--- src/rtl/alu_seq.sv ---
// Multi-cycle ALU responder: valid/ready request in, iterative shift/multiply, held response out.
// Optional restoring divider (DIV/REM opcodes) enabled by defining ALU_SEQ_DIV_EN.
module alu_seq #(
    parameter int unsigned WIDTH = 16,
    parameter int unsigned SHW   = 4
) (
    input  logic             clk,
    input  logic             reset,
    input  logic             req_valid,
    output logic             req_ready,
    input  logic [4:0]       op,
    input  logic [WIDTH-1:0] x,
    input  logic [WIDTH-1:0] y,
    output logic             rsp_valid,
    input  logic             rsp_ready,
    output logic [WIDTH-1:0] z,
    output logic             illegal
);

    localparam int unsigned CW = $clog2(WIDTH + 1);

    localparam logic [4:0] OP_ADD = 5'b00000;
    localparam logic [4:0] OP_SUB = 5'b00001;
    localparam logic [4:0] OP_AND = 5'b00010;
    localparam logic [4:0] OP_OR  = 5'b00011;
    localparam logic [4:0] OP_XOR = 5'b00100;
    localparam logic [4:0] OP_NOT = 5'b00101;
    localparam logic [4:0] OP_SHL = 5'b00110;
    localparam logic [4:0] OP_SHR = 5'b00111;
    localparam logic [4:0] OP_SLT = 5'b01000;
    localparam logic [4:0] OP_MUL = 5'b01001;
`ifdef ALU_SEQ_DIV_EN
    localparam logic [4:0] OP_DIV = 5'b01010;
    localparam logic [4:0] OP_REM = 5'b01011;
`endif

    typedef enum logic [1:0] {IDLE, BUSY, DONE} state_t;
    typedef enum logic [1:0] {K_SHL, K_SHR, K_MUL, K_DIV} kind_t;

    state_t           state;
    kind_t            kind;
    logic [WIDTH-1:0] acc;
    logic [WIDTH-1:0] opa;
    logic [WIDTH-1:0] opb;
    logic [CW-1:0]    cnt;
`ifdef ALU_SEQ_DIV_EN
    logic             is_rem;
`endif

    logic [SHW-1:0]   sh;
    logic [WIDTH-1:0] quick_z;
    logic             quick_ill;
    logic [WIDTH-1:0] first_shift;
    logic [WIDTH-1:0] step_acc;
    logic [WIDTH-1:0] step_opa;
    logic [WIDTH-1:0] step_opb;
    logic [WIDTH-1:0] step_z;

    assign sh = y[SHW-1:0];

    // Single-cycle results, computed straight from the request inputs at the accept edge
    always_comb begin
        quick_z   = '0;
        quick_ill = 1'b0;
        case (op)
            OP_ADD:  quick_z = x + y;
            OP_SUB:  quick_z = x - y;
            OP_AND:  quick_z = x & y;
            OP_OR:   quick_z = x | y;
            OP_XOR:  quick_z = x ^ y;
            OP_NOT:  quick_z = ~x;
            OP_SLT:  quick_z = WIDTH'($signed(x) < $signed(y));
            default: quick_ill = 1'b1;
        endcase
    end

    // Shifts perform their first step at accept so sh=1 and sh=0 finish in one cycle
    always_comb begin
        first_shift = x;
        if (sh != '0) begin
            first_shift = (op == OP_SHL) ? (x << 1) : (x >> 1);
        end
    end

    // One iteration of the active multi-cycle operation
`ifdef ALU_SEQ_DIV_EN
    logic [WIDTH:0]   div_r2;
    logic             div_ge;
    logic [WIDTH:0]   div_rn;

    always_comb begin
        div_r2 = {acc, opa[WIDTH-1]};
        div_ge = (div_r2 >= {1'b0, opb});
        div_rn = div_ge ? (div_r2 - {1'b0, opb}) : div_r2;
    end
`endif

    always_comb begin
        step_acc = acc;
        step_opa = opa;
        step_opb = opb;
        step_z   = '0;
        case (kind)
            K_SHL: begin
                step_acc = acc << 1;
                step_z   = step_acc;
            end
            K_SHR: begin
                step_acc = acc >> 1;
                step_z   = step_acc;
            end
            K_MUL: begin
                step_acc = acc + (opb[0] ? opa : '0);
                step_opa = opa << 1;
                step_opb = opb >> 1;
                step_z   = step_acc;
            end
            default: begin
`ifdef ALU_SEQ_DIV_EN
                step_acc = div_rn[WIDTH-1:0];
                step_opa = {opa[WIDTH-2:0], div_ge};
                step_z   = is_rem ? step_acc : step_opa;
`endif
            end
        endcase
    end

    always_ff @(posedge clk) begin
        if (reset) begin
            state     <= IDLE;
            kind      <= K_SHL;
            req_ready <= 1'b0;
            rsp_valid <= 1'b0;
            z         <= '0;
            illegal   <= 1'b0;
            acc       <= '0;
            opa       <= '0;
            opb       <= '0;
            cnt       <= '0;
`ifdef ALU_SEQ_DIV_EN
            is_rem    <= 1'b0;
`endif
        end else begin
            case (state)
                IDLE: begin
                    req_ready <= 1'b1;
                    if (req_valid && req_ready) begin
                        req_ready <= 1'b0;
                        case (op)
                            OP_SHL, OP_SHR: begin
                                kind <= (op == OP_SHL) ? K_SHL : K_SHR;
                                acc  <= first_shift;
                                if (sh <= SHW'(1)) begin
                                    z         <= first_shift;
                                    illegal   <= 1'b0;
                                    rsp_valid <= 1'b1;
                                    state     <= DONE;
                                end else begin
                                    cnt   <= CW'(sh) - CW'(1);
                                    state <= BUSY;
                                end
                            end
                            OP_MUL: begin
                                kind  <= K_MUL;
                                acc   <= '0;
                                opa   <= x;
                                opb   <= y;
                                cnt   <= CW'(WIDTH);
                                state <= BUSY;
                            end
`ifdef ALU_SEQ_DIV_EN
                            OP_DIV, OP_REM: begin
                                kind   <= K_DIV;
                                is_rem <= (op == OP_REM);
                                acc    <= '0;
                                opa    <= x;
                                opb    <= y;
                                cnt    <= CW'(WIDTH);
                                state  <= BUSY;
                            end
`endif
                            default: begin
                                z         <= quick_z;
                                illegal   <= quick_ill;
                                rsp_valid <= 1'b1;
                                state     <= DONE;
                            end
                        endcase
                    end
                end
                BUSY: begin
                    acc <= step_acc;
                    opa <= step_opa;
                    opb <= step_opb;
                    cnt <= cnt - CW'(1);
                    if (cnt == CW'(1)) begin
                        z         <= step_z;
                        illegal   <= 1'b0;
                        rsp_valid <= 1'b1;
                        state     <= DONE;
                    end
                end
                DONE: begin
                    if (rsp_ready) begin
                        rsp_valid <= 1'b0;
                        req_ready <= 1'b1;
                        state     <= IDLE;
                    end
                end
                default: begin
                    state     <= IDLE;
                    req_ready <= 1'b0;
                    rsp_valid <= 1'b0;
                end
            endcase
        end
    end

endmodule

--- config.mk ---
export PLATFORM = sky130hd
export DESIGN_NAME = alu_seq
export DESIGN_NICKNAME = d
export VERILOG_FILES = /design/src/rtl/alu_seq.sv
export SDC_FILE = /design/constraint.sdc
export NUM_CORES = 1
export LEC_CHECK = 0
export CAP_MARGIN = 20
export CELL_PAD_IN_SITES_DETAIL_PLACEMENT = 0
export CELL_PAD_IN_SITES_GLOBAL_PLACEMENT = 2
export CORE_MARGIN = 2
export CORE_UTILIZATION = 35
export DETAILED_ROUTE_END_ITERATION = 7
export HOLD_SLACK_MARGIN = 0.1
export PLACE_DENSITY_LB_ADDON = 0.2
export SETUP_SLACK_MARGIN = 0.2
export SYNTH_ARGS = -nofsm -noshare
export SYNTH_HDL_FRONTEND = slang
export SYNTH_SLANG_ARGS = --single-unit
--- constraint.sdc ---
create_clock -name clk -period 3.3 [get_ports clk]
set_input_delay 0.33 -clock clk [delete_from_list [all_inputs] [get_ports clk]]
set_output_delay 0.33 -clock clk [all_outputs]
set_load 0.02 [all_outputs]
# --- Yosys cells after proc, flatten, opt, wreduce, memory -nomap -nowiden ---
# Cells that the tools add are included.
word_totals:
  ff_bits: 76
  out_inout_bits: 19
  wordCells: 112
classes:
  add_sub_neg: 5
  order_cmp: 2
  eq_ne: 24
  mux: 49
  n_bitwise: 5
  reduce_logical: 17
op_table:
  columns: ["operator", "count"]
  rows:
  - ["2-to-1 mux 16 bit", 13]
  - ["one-hot mux 16 bit (2 select lines)", 6]
  - ["one-hot mux 16 bit (7 select lines)", 1]
  - ["one-hot mux 16 bit (3 select lines)", 2]
  - ["adder 16 bit", 2]
  - ["equality test 5 x 3 -> 1 bit, second input constant", 4]
  - ["one-hot mux 5 bit (2 select lines)", 2]
  - ["bitwise AND 16 bit", 1]
  - ["less-than comparator 16 bit", 1]
  - ["inverter 16 bit", 1]
  - ["bitwise OR 16 bit", 1]
  - ["subtractor 16 bit", 1]
  - ["XOR 16 bit", 1]
  - ["AND reduction 4 bit", 3]
  - ["2-to-1 mux 1 bit", 11]
  - ["equality test 5 x 1 -> 1 bit, second input constant", 2]
  - ["equality test 5 x 2 -> 1 bit, second input constant", 2]
  - ["equality test 5 x 4 -> 1 bit, second input constant", 2]
  - ["2-to-1 mux 5 bit", 2]
  - ["AND reduction 5 bit", 2]
  - ["2-to-1 mux 2 bit", 4]
  - ["inequality test 2 bit, second input constant", 4]
  - ["one-hot mux 2 bit (2 select lines)", 2]
  - ["OR reduction 7 bit", 1]
  - ["21 further kinds", 31]

# --- Logic depth before layout (Yosys ltp) ---
logic_depth:
  ltp_word: 7
  ltp_mapped: 12
  mapped_depth_nobuf: 11

# --- Least setup slack after synthesis ---
# Ideal clock, no wire load.
synth_path:
  path_kind: "flip-flop to flip-flop"
  start: "reg opb[0]"
  end: "reg acc[14]"
  setup_ps: 65
  t_arrival_ps: 2740
  required_time_ps: 3235
  setup_slack_ps: 495
  stages_incl_launch_ff: 12
  path_buffers: 0
  synth_period_minus_slack_ps: 2805
  path_cell_list: "dfxtp_1 and2_1 ha_1 fa_1 a211oi_1 o21ai_1 a41o_1 a221oi_1 mux2_2 a31oi_1 o22ai_1 nor2_1"
synth_between:
  elab_chain_cells: 4
synth_lines:
  columns: ["item", "line_no", "text"]
  rows:
  - ["from (decl)", "44", "logic [WIDTH-1:0] opb;"]
  - ["from (signal assigned)", "167", "opb <= y;"]
  - ["from (signal assigned)", "194", "opb <= step_opb;"]
  - ["2-to-1 mux 16 bit", "113", "step_acc = acc + (opb[0] ? opa : '0);"]
  - ["adder 16 bit", "113", null]
  - ["one-hot mux 16 bit (3 select lines)", "103", "case (kind)"]
  - ["one-hot mux 16 bit (2 select lines)", "144", "case (state)"]
  - ["to (signal assigned)", "152", "acc <= first_shift;"]
  - ["to (signal assigned)", "192", "acc <= step_acc;"]
  - ["to (decl)", "42", "logic [WIDTH-1:0] acc;"]
# Every way passes these cells.
# A chain may end at the register's enable or synchronous reset.

# --- Worst setup path in the final report ---
layout_path:
  start: "in x[1]"
  end: "reg z[15]"
layout_between:
  elab_chain_cells: 5
  elab_cells_between_ends: 6
  cone_classes: "add/sub: 2; mux: 4"
layout_lines:
  columns: ["item", "line_no", "text"]
  rows:
  - ["from (decl)", "12", "input logic [WIDTH-1:0] x,"]
  - ["subtractor 16 bit or adder 16 bit (tied branches)", "67, 66", null]
  - ["one-hot mux 16 bit (7 select lines) (*)", "65", "case (op)"]
  - ["one-hot mux 16 bit (2 select lines) (*)", "149", "case (op)"]
  - ["2-to-1 mux 16 bit (*)", "147", "if (req_valid && req_ready) begin"]
  - ["one-hot mux 16 bit (2 select lines) (*)", "144", null]
  - ["to (signal assigned)", "154", "z <= first_shift;"]
  - ["to (signal assigned)", "183", "z <= quick_z;"]
  - ["to (signal assigned)", "197", "z <= step_z;"]
  - ["to (decl)", "16", "output logic [WIDTH-1:0] z,"]
# Every way passes the cells marked *; elsewhere a longest branch is shown, timed or not. The select of a mux whose other input is x is not followed.

==> metrics.md <==
| Metric | Value |
|---|---|
| Tcrit/Tclk final | `about nine tenths` |
| CTS H-tree lvls | `3` |
| Total GRT Usage | `24.8%` |
| Vias in the first global route | `7672` |
| Post-Syn Area per Cell | `7.31 um2` |
| # hold bufs at CTS | `0` |
| Critical path launch point type | `input port` |
| Setup violations, final | `0` |
| WL/cell | `between 20 and 25 um` |
| Worst setup EP type | `register` |
| FF-to-FF Start | `opb[0]` |
| Maximum root-to-sink buffer count | `2` |
| Number of fill cells | `between 2000 and 2500` |
| Synth Flop Type | `dfxtp_1` |
| # Max-Cap Violations | `0` |
| Worst Path Buf+Inv | `2` |
| Tot Pwr | `between 2 and 3 mW` |
| Syn_nets | `1192` |
| Gr ovfl total | `0` |
| Share of layout cells above drive strength 1 | `around 12%` |
| Final Hold Fails | `0` |
| Largest area contributor in the netlist | `dfxtp_1` |
| Layout Skew | `about 0.014 ns` |
| Worst Path Arrival | `about 3.3 ns` |
| Inst Count DP | `approximately 1400` |
| TritonCTS clock tree | `built` |
| Critical Path RT | `~3.6 ns` |
| Via density | `about 5.8` |
| Synth cell count leaders | `nand2_1, nor2_1, a21oi_1, ha_1, o21ai_0` |
| Io pins | `60` |
| Nets | `1265` |
| Rel. slew slack | `39.2%` |
| CP cell instances | `clkdlybuf4s50_1, inv_1, ha_1, o21ba_2, or4_4, nand2_1, a311oi_2, o31ai_1, a21oi_1, o41a_1, a31oi_1` |
| RD Place Congestion | `between 0.9 and 1` |
| Total number of vias | `about 8000` |
| Row count | `54` |
| Status | `finished clean` |
| Total clock sinks | `76` |
| CP Class | `input port to register` |
| Post-Syn Area | `about 8000 um2` |
| Delay-heaviest family, CP | `compound AO/OA/AOI/OAI gates` |
| DRC violations left | `0` |
| Post-Synthesis Cells | `about 1100` |
| Post-synth EDFFs | `0` |
| Max Fclk | `330 MHz` |
| Critical-path maximum fanout | `3` |
| Max-slew violations | `0` |
| Die ar. | `23500 um2` |
| Post-route ant nets | `0` |
| Pwr dens | `308 nW/um2` |
| Switching power | `between 0.9 and 1 mW` |
| First-pass GRT wire length | `around 46000 um` |
| Synth async-reset ratio | `0%` |
| Die H | `between 150 and 200 um` |
| Top-count cell post-synth | `nand2_1` |
| Final std cells w/o fill | `~1400` |
| Switching Share | `33.6%` |
| CP Launch Point | `x[1]` |
| Slew @ Worst Pin | `0.912 ns` |
| Seq/Total Area, Yosys | `19.5%` |
| Initial DRT Pass Iterations | `5` |
| Slowest stage delay, CP | `0.61 ns` |
| Post-route setup slack | `~0.27 ns` |
| Initial antenna violation count | `0` |
| Hold Startpoint | `op[0]` |
| HPWL Detailed | `between 20000 and 25000 um` |
| Sequential power share | `between 30% and 40%` |
| Antenna diodes | `0` |
| RSZ-0062 raised after global routing | `true` |
| Area contributors post-synth | `dfxtp_1, ha_1, nand2_1` |
| Combinational Power Share | `about 29%` |
| Total CTS buffers | `9` |
| Pleak | `around 3.7 nW` |
| Hold Crit Class | `input port to register` |
| Clock transition at path regs | `around 0.070 ns` |
| Ys Warns | `0` |
| Effective utilization at floorplan | `around 36%` |
| Worst skew pair latency | `about 0.36 ns` |
| Yosys top cell area share | `around a fifth` |
| Die width | `153 um` |
| Yosys cell types | `79` |
| Seq cells post-synth | `76` |
| Core Area | `21800 um2` |
| Period minus WS final | `~3.0 ns` |
| WL final | `just under 30000 um` |
| Crit path max-delay cell type | `clkdlybuf4s50_1` |
| CTS root buffer | `clkbuf_16` |
| Count of input and output buffers | `slightly below 60` |
| DRT iter0 DRCs | `about 540` |
| Clock power share | `a little under two fifths` |
| Pint | `1.93 mW` |
| DP Worst Slack | `-0.163 ns` |
| Area Growth Syn to Fin | `21.2%` |
| Pin count of the biggest net entering global routing | `68` |
| VDD IR-drop max | `between 0.0002 and 0.0003 V` |
==> state kept, by name, summed over array words and instances (netlist names) <==
register / count
acc: 16
cnt: 5
illegal: 1
kind: 2
opa: 16
opb: 16
req_ready: 1
rsp_valid: 1
state: 2
z: 16
==> worst min-delay path: stages <==
cell and delay [ns]:
buf_2 0.22, nand3_1 0.12, a21oi_1 0.06
==> cell families (layout without fill, tap and decap cells) <==
family / count (synthesis) / in the layout / synth area share, %
compound gates: 372 / 372 / 32.5
simple gates: 349 / 349 / 21.2
buf+inv: 140 / 218 / 7.43
fa+ha+maj: 84 / 84 / 13.8
flops: 76 / 76 / 19.5
mux: 24 / 24 / 3.13
xor+xnor: 22 / 22 / 2.47
==> power by group through the flow <==
stage,sequential [mW],combinational (mW),clock [mW]
2_1_floorplan,1.01,0.454,0
3_3_place_gp,1.00,0.828,0
3_5_place_dp,1.00,0.824,0
4_1_cts,0.980,0.830,1.11
5_1_grt,0.983,0.918,1.15
6_report,0.980,0.842,1.09
==> worst paths after layout <==
path / endpoint / slack [ns] / depth (start not counted)
max: z[15] / 0.27 / 11
min: kind[0] / 0.43 / 3
max reg2reg: acc[13] / 0.37 / 12
min reg2reg: rsp_valid / 0.48 / 2
==> cell type report <==
class | instances | area [um2] | area share, %
multi-input combinational | 851 | 5780 | 61.2
tap | 280 | 350 | 3.71
clock buffer | 11 | 253 | 2.68
clock inverter | 5 | 58.8 | 0.623
inverter | 56 | 210 | 2.23
sequential | 76 | 1520 | 16.1
timing repair buffer | 146 | 1270 | 13.5
==> cells in the final DEF (no fill, tap or decap), types with 7 or more instances in the layout <==
master,n
o21ai_0,75
dfxtp_1,76
or3_1,8
a21oi_1,80
a311oi_1,33
buf_4,84
a31oi_1,9
o211ai_1,10
ha_1,81
nor3_1,28
a221o_1,8
nand2b_1,7
nand2_1,116
o21bai_1,8
clkdlybuf4s50_1,57
and2_1,15
xnor2_1,18
o221ai_1,13
o22ai_1,12
a22oi_1,20
a221oi_1,12
a21o_1,10
o31ai_1,8
clkbuf_16,9
nor2_1,113
nand3_1,18
mux2i_1,21
inv_1,56
a211oi_1,28
==> per-layer routing <==
metal,global-route usage [%],part of all wire (%)
met5,0,0
met4,5.69,1.5
met3,2.55,4.1
met2,39.0,46
met1,36.3,49
==> metrics by stage <==
step	instance area [um2]	hold slack (ns)	TNS (ns)	util, %
after floorplan	7800	0.454	0	-
after global placement	9060	0.465	-0.376	41.5
after detailed placement	9060	0.468	-0.257	41.5
after CTS	9380	0.414	0	43.0
after global routing	9450	0.436	0	43.3
final	9450	0.435	0	43.3
==> what timing repair did <==
item	CTS	global route
pin swaps	0	8
setup buffers	0	2
setup endpoints to repair	3	9
resized for setup	2	12
Power figures use the tool's default switching activity.
